`src/rtl/bit_adder.sv`:
```
// Single-bit full adder with an optional one-stage output register.
// The combinational sum/carry are always available; the registered copy
// is captured only on qualified cycles and carries its own valid flag.
module bit_adder #(
    parameter int REG_OUT = 1
) (
    input  logic clk,
    input  logic rst,
    input  logic a,
    input  logic b,
    input  logic carry_in,
    input  logic in_valid,
    output logic result,
    output logic carry_out,
    output logic result_q,
    output logic carry_out_q,
    output logic out_valid
);

    // Full-adder equations; X/Z on inputs propagate through unmasked.
    always_comb begin
        result    = a ^ b ^ carry_in;
        carry_out = (a & b) | (a & carry_in) | (b & carry_in);
    end

    generate
        if (REG_OUT != 0) begin : g_reg
            logic result_r;
            logic carry_out_r;
            logic out_valid_r;

            // Pipeline register: data loads only when qualified and holds otherwise,
            // while valid tracks in_valid of the previous edge; reset wins over capture.
            always_ff @(posedge clk) begin
                if (rst) begin
                    result_r    <= 1'b0;
                    carry_out_r <= 1'b0;
                    out_valid_r <= 1'b0;
                end else if (in_valid) begin
                    result_r    <= result;
                    carry_out_r <= carry_out;
                    out_valid_r <= 1'b1;
                end else begin
                    out_valid_r <= 1'b0;
                end
            end

            assign result_q    = result_r;
            assign carry_out_q = carry_out_r;
            assign out_valid   = out_valid_r;
        end else begin : g_noreg
            // Without the register stage the registered outputs are constant zero.
            assign result_q    = 1'b0;
            assign carry_out_q = 1'b0;
            assign out_valid   = 1'b0;
        end
    endgenerate

endmodule

```
`config.mk`:
```
export PLATFORM = sky130hd
export DESIGN_NAME = bit_adder
export DESIGN_NICKNAME = d
export VERILOG_FILES = /design/src/rtl/bit_adder.sv
export SDC_FILE = /design/constraint.sdc
export NUM_CORES = 1
export LEC_CHECK = 0
export BUFFER_PORTS_ARGS = -buffer_cell sky130_fd_sc_hd__buf_2
export CORE_AREA = 2 2 39 41
export CTS_CLUSTER_DIAMETER = 30
export DETAILED_ROUTE_END_ITERATION = 6
export DIE_AREA = 0 0 41 43
export GPL_ROUTABILITY_DRIVEN = 0
export GPL_TIMING_DRIVEN = 0
export PLACE_DENSITY_LB_ADDON = 0.12
export SLEW_MARGIN = 20
export SYNTH_ARGS = -nofsm -noshare
export SYNTH_HDL_FRONTEND = slang
export SYNTH_SLANG_ARGS = --single-unit
```
`constraint.sdc`:
```
create_clock -name clk -period 1 [get_ports clk]
set_clock_uncertainty 0.15 [all_clocks]
set_input_delay 0.05 -clock clk [delete_from_list [all_inputs] [get_ports clk]]
set_output_delay 0.05 -clock clk [all_outputs]
set_load 0.02 [all_outputs]
```
Word-level counts from Yosys, hierarchy flattened
Cells that the tools add are included.
- flip-flop bits (word level): 3
- input port bits: 6
- output and inout bits: 5
- word-level logic and storage cells: 11
- muxes and demuxes: 1
- bitwise logic cells: 7
- operators by type and width (cell ; number):
    1-bit AND ; 3
    1-bit OR ; 2
    1-bit bitwise XOR ; 2
    1-bit two-way mux ; 1

Logic depth before layout (Yosys ltp)
Gate-level depths: netlist (run 1).
- depth in word-level cells: 3
- mapped depth: 3
- depth with buffers taken out: 3

Least setup slack after synthesis (run 1)
OpenSTA, ideal clock, no wires.
- path type: in2reg
- from: input a
- to: register g_reg.result_r, in the netlist result_q
- setup time: 115 ps
- data arrival time: 844 ps
- data required time: 735 ps
- slack: -109 ps
- cell stages on the path: 3
- buffers on the path: 0
- path through: fa_1 -> mux2i_1 -> nor2_1
- cells in the longest elaborated chain, start to end: 2
- ends and longest elaborated chain (what ; RTL line ; source):
    from (decl) ; 9 ; input logic a,
    1-bit bitwise XOR (2 in a row) ; 22 ; result = a ^ b ^ carry_in;
    to (signal assigned) ; 40 ; result_r <= result;
    to (decl) ; 28 ; logic result_r;
Every way passes these cells.
A chain may end at the register's enable or synchronous reset.

Worst setup path after layout (run 1)
- from: input a
- to: output result
- cells in the longest elaborated chain, start to end: 2
- ends and longest elaborated chain (what ; RTL line ; source):
    1-bit bitwise XOR (2 in a row) ; 22 ;
    to (decl) ; 13 ; output logic result,
Every way passes these cells.

==> qor.txt, run 1 <==
Yosys cell types: 5
Remaining antenna violation count: 0
Iter 0 DRT Violations: 0
Largest net degree at the start of global routing: 4
Slack of the worst reg-to-reg path: 0.28 ns
Core footprint: 1384 µm²
Root Driver: clkbuf_4
DRC viols: 0
Comb pwr share: 22.7%
Final nets: 33
Number of H-tree levels: 1
Post-synthesis sequential area ratio: 52.75%
Row count: 14
Setup violators final: 1
Largest area contributor in the netlist: dfxtp_1
Switching Fraction: 25.44%
Max Slew Vio Count: 0
Clock Sinks: 3
Power Total: 0.4446 mW
Synth warn: 0
Met2 Use GR: 5.000%
Design area: 260.3 µm²
Register bit total from synthesis: 3
Arr. time, crit path: 0.84 ns
Max-Slew Margin vs Limit: 92.03%
Syn_nets: 16
FF-to-FF End: carry_out_q
Drt first pass iters: 1
WS Path Type: input pin to output pin
WP data required: 0.80 ns
HPWL Detailed: 248.9 µm
Clock slew at reported path FFs: 0.04 ns
GRT Overall Usage: 4.719%
Ports: 11
RR Startpoint: carry_out_q
Met3 Use GR: 7.853%
Ratio of cells with drive above 1 in the final layout: 56.00%
Final Core Density: 18.81%
Slowest stage cell on the critical path: fa_2
Routed wire per std cell: 7.610 µm
Critical hold path startpoint: carry_in
Min Tclk post-route: 1.039 ns
Cell Area, Placed: 186.4 µm²
Gr busiest metal: met3
Vias per std cell: 2.976
PortBufs: 10
Clock power share: 47.5%
DIE WIDTH: 41 µm
Global-route wire length before repair: 462 µm
Leakage: 0.1320 nW
Initial antenna violation count: 0
Largest cells by area after synthesis: dfxtp_1, fa_1, mux2i_1
Total routed wirelength: 312 µm
Outcome: finished, violations left
Worst VDD drop: 0.5564 mV
PD cells: 1708 nW/µm²
Final period util: 103.9%
Die Area: 1763 µm²
Inserted Clock Buffers: 3
Synth Area per Inst: 12.65 µm²
Overflow after GRT: 0
Crit-path most repeated cell: buf_6
Initial Util: 8.228%
Unrepaired setup endpoints after global routing: yes
Mapped cell area: 113.9 µm²
Failing checks: negative setup slack
FMAX: 962.1 MHz
CP bufs+invs: 2
Crit end category: output pin
Final hold viol count: 0
Worst hold path type: input pin to flip-flop
Clock Latency Late Sink: 0.23 ns
Syn-to-layout area delta: 128.6%
Share of the synthesized area in the top cell type: 52.75%
Worst-path cell chain: buf_6, fa_2, buf_6
Hold path endpoint: carry_out_q
Met1 GRT Util: 4.180%
Final setup margin: -0.03944 ns
R2R cell count: 2
CTS tree: done
P_sw: 0.1131 mW
Worst-path fanout max: 2
Crit path launch type: input pin
Slew @ Worst Pin: 0.1162 ns
P_int: 0.3315 mW
Via count: 122
Max incr delay on CP: 0.58 ns
Mapped Cells: 9
Sequential Power Share: 29.8%
Top delay family on crit path: adder cells
Vias in the first global route: 113
# diodes: 0
Clk buf depth: 2
Max cap viols: 0
Die Ht: 43 µm
Hold depth: 4
[cell usage after synthesis (all sizes together)]
library cell	count
nor2	2
fa	1
nor2b	1
mux2i	2
dfxtp	3
[power groups by stage]
stage	combinational [mW]	clock, mW	sequential [mW]
floorplan	0.0373	0	0.145
global placement	0.0800	0	0.134
detailed placement	0.0798	0	0.134
CTS	0.0984	0.221	0.132
global route	0.108	0.234	0.133
finish	0.101	0.211	0.132
[cells in the final DEF, fill, tap and decap left out]
cell type / netlist / final
nor2_1: 2 / 2
dlygate4sd3_1: 0 / 1
fa_2: 0 / 1
buf_6: 0 / 4
mux2i_1: 2 / 2
clkbuf_1: 0 / 1
nor2b_1: 1 / 1
clkbuf_4: 0 / 3
buf_2: 0 / 6
dfxtp_1: 3 / 3
dlymetal6s4s_1: 0 / 1
[sequential cells by signal, indices dropped and copies added (netlist names)]
name         count
carry_out_q      1
out_valid        1
result_q         1
[per-stage QoR]
stage | cells | hold WS [ns] | worst slack, ns | setup TNS [ns]
after floorplan | 9 | -0.02839 | -0.04818 | -0.04818
after global placement | 35 | 0.09840 | -0.1041 | -0.2018
after detailed placement | 35 | 0.09982 | -0.09910 | -0.1958
after CTS | 41 | 0.1214 | -0.05189 | -0.05189
after global routing | 41 | 0.1125 | -0.05119 | -0.05119
final | 41 | 0.09926 | -0.03944 | -0.03944
[per-layer routing]
| metal | part of all wire, % | up-vias | wire [µm] |
|---|---|---|---|
| met5 | 0 | - | 0 |
| met4 | 0 | 0 | 0 |
| met3 | 15 | 0 | 46 |
| met2 | 51 | 6 | 158 |
| met1 | 34 | 55 | 107 |
| li1 | - | 61 | - |
[cell families after synthesis]
kind of cell,after synthesis,synth area share (%)
multiplexers,2,17.58
adder cells (fa/ha/maj),1,17.58
AND/OR/NAND/NOR,3,12.09
flip-flops,3,52.75
[cell type report]
cell class / count / area, µm²
Clock buffer: 4 / 26.28
Fill cell: 161 / 1124
Multi-Input combinational cell: 6 / 56.30
Sequential cell: 3 / 60.06
Tap cell: 16 / 20.02
Timing Repair Buffer: 12 / 97.59
[tightest hold or removal path, cell delays in order]
cell and delay [ns]:
buf_6 0.07, fa_2 0.19, mux2i_1 0.06, nor2_1 0.07
[how the worst max path moves through the flow]
stage | start | endpoint | depth (start not counted) | slack [ns]
2_1_floorplan | a | result_q | 3 | -0.05
3_3_place_gp | a | result | 3 | -0.10
3_5_place_dp | a | result | 3 | -0.1
4_1_cts | carry_in | result | 3 | -0.05
5_1_grt | a | result | 3 | -0.05
6_report | a | result | 3 | -0.04
[what timing repair did]
action,CTS,global route
hold buffers,2,0
pin swaps,1,1
setup endpoints to repair,1,3
setup buffers,0,0
resized for setup,3,3
hold endpoints to repair,3,0
gates cloned,0,0
Note: power is estimated with default switching activity, not from simulation.
==> run 2, diff against run 1 <==
- BUFFER_PORTS_ARGS: -buffer_cell sky130_fd_sc_hd__buf_2 -> default
- DONT_BUFFER_PORTS: default -> 1
- clock period: 1 -> 1.2 ns (I/O delays scaled with it)
==> run 2 against run 1 <==
  * The flow now finishes without violations
  * Sequential cell count stayed put
  * Final area decreased by 31%
  * Power fell by 23%
  * Global-route usage increased by 0.41 points
  * Register-to-register slack improved by 0.05 ns
  * Utilization fell by 5.8 points
  * Wire length increased by 4.2%
  * Via count down 30%
  * Critical path depth decreased by 2
  * Cell count down 24%
  * Sequential share of layout area grew 10 points
  * Critical endpoint unchanged
  * Largest cell class is now registers
  * Highest routed layer unchanged
==> qor.txt, run 2 (synthesis results as in run 1) <==
Crit path from: a
Clock slew at reported path FFs: 0.04 ns (about the same)
Worst hold path type: input pin to flip-flop
RR Startpoint: carry_out_q
Outcome: finished, final reports clean
Via count: 86 (-30%)
Clock power share: 53.0% (+5.5 points)
PostCTS Resize Cnt: 0 (-3)
Initial antenna violation count: 0 (unchanged)
DIE WIDTH: 41 µm (unchanged)
Largest net degree at the start of global routing: 4 (unchanged)
Die Area: 1763 µm² (unchanged)
Final nets: 23 (-30%)
Vias per std cell: 2.774 (-6.8%)
Slew @ Worst Pin: 0.2675 ns (+0.1513 ns)
Vias in the first global route: 98 (-13%)
TNS Setup: 0 ns (+0.03944 ns)
Ports: 11 (unchanged)
GRT Overall Usage: 5.126% (+0.41 points)
Max Slew Vio Count: 0 (unchanged)
DRC viols: 0 (unchanged)
Unrepaired setup endpoints after global routing: no
Postcts setup bufs: 0 (unchanged)
PD cells: 1901 nW/µm² (+11%)
R2R cell count: 2 (unchanged)
WS Path Type: input pin to output pin
Routed wire per std cell: 10.48 µm (+38%)
Syn-to-layout area delta: 58.24%
Worst VDD drop: 0.2077 mV (-63%)
WP data required: 0.99 ns (+0.19 ns)
Ratio of cells with drive above 1 in the final layout: 20.00% (-36 points)
Setup violators final: 0 (-1)
Leakage: 0.07311 nW (-45%)
PortBufs: 0 (-10)
Remaining antenna violation count: 0 (unchanged)
Commonest cells after routing, fill and taps aside: dfxtp_1, clkbuf_4, mux2i_1, nor2_1, dlygate4sd3_1
Overflow after GRT: 0 (unchanged)
Switching Fraction: 26.95% (+1.5 points)
Clock Sinks: 3 (unchanged)
Total routed wirelength: 325 µm (+4.2%)
Slowest stage cell on the critical path: fa_1
FF-to-FF End: carry_out_q
Initial Util: 8.228% (unchanged)
Final Non-Filler Cells: 31 (-24%)
# diodes: 0 (unchanged)
Worst-path cell chain: fa_1
Final setup margin: 0.2436 ns (+0.2830 ns)
Die Ht: 43 µm (unchanged)
Iter 0 DRT Violations: 1 (+1)
Max-Slew Margin vs Limit: 82.15% (-9.9 points)
Clock Latency Late Sink: 0.23 ns (about the same)
Slack of the worst reg-to-reg path: 0.33 ns (+0.05 ns)
Root Driver: clkbuf_4
Final hold viol count: 0 (unchanged)
Number of H-tree levels: 1 (unchanged)
Worst-path fanout max: 2 (unchanged)
Global-route wire length before repair: 462 µm (unchanged)
CTS Hold Buffers Added: 2 (unchanged)
Hold path endpoint: result_q
Arr. time, crit path: 0.75 ns (-0.09 ns)
Min Tclk post-route: 0.9564 ns
Hold depth: 3 (-1)
FMAX: 1046 MHz
Inserted Clock Buffers: 3 (unchanged)
CP bufs+invs: 0 (-2)
Core footprint: 1384 µm² (unchanged)
Final period util: 79.70%
P_sw: 0.09232 mW (-18%)
Comb pwr share: 11.8% (-11 points)
Max cap viols: 0 (unchanged)
Sequential Power Share: 35.3% (+5.5 points)
Row count: 14 (unchanged)
Crit end category: output pin
Placed Cells: 25 (-29%)
Critical hold path startpoint: carry_in
P_int: 0.2502 mW (-25%)
Post-place setup slack: 0.01667 ns (+0.1158 ns)
Drt first pass iters: 2 (+1)
Crit path launch type: input pin
CTS tree: done
Top delay family on crit path: adder cells
Max incr delay on CP: 0.69 ns (+0.11 ns)
Clk buf depth: 2 (unchanged)
run 2: final cells by class:
class / instances / area, µm²
timing repair buffer: 2 / 20.02
multi-input combinational: 6 / 53.80
fill: 160 / 1204
clock buffer: 4 / 26.28
sequential: 3 / 60.06
tap: 16 / 20.02
run 2: power by group through the flow:
stage	Clock, mW	Combinational [mW]	Sequential (mW)
after floorplan	0	0.0294	0.121
final	0.181	0.0403	0.121
after global placement	0	0.0333	0.122
after detailed placement	0	0.0336	0.122
after global routing	0.203	0.0440	0.122
after CTS	0.197	0.0415	0.121
run 2: per-stage QoR:
step                power (mW)  utilization [%]  cell area, µm²  hold WS, ns
floorplan               0.1505                -           113.9     -0.01839
global placement        0.1556            9.675           133.9     -0.01668
detailed placement      0.1560            9.675           133.9     -0.01633
CTS                     0.3597            13.02           180.2       0.1994
global route            0.3689            13.02           180.2       0.2213
finish                  0.3426            13.02           180.2       0.1976
run 2: worst max-delay path by stage:
| stage | endpoint | slack (ns) | cells after the start |
|---|---|---|---|
| 6_report | result | 0.24 | 1 |
| 5_1_grt | result | 0.22 | 1 |
| 4_1_cts | result | 0.24 | 1 |
| 2_1_floorplan | result_q | 0.08 | 3 |
| 3_5_place_dp | result_q | 0.02 | 3 |
| 3_3_place_gp | result_q | 0.03 | 3 |
run 2: per-layer routing:
metal	GRT usage, %	share of wire (%)
met3	9.948	22
met2	5.000	48
met1	3.226	30
met5	0	0
met4	4.000	0
run 2: worst register-to-register path, stage by stage, from the launching register on:
cell and delay [ns]:
dfxtp_1 0.44, mux2i_1 0.11, nor2_1 0.10
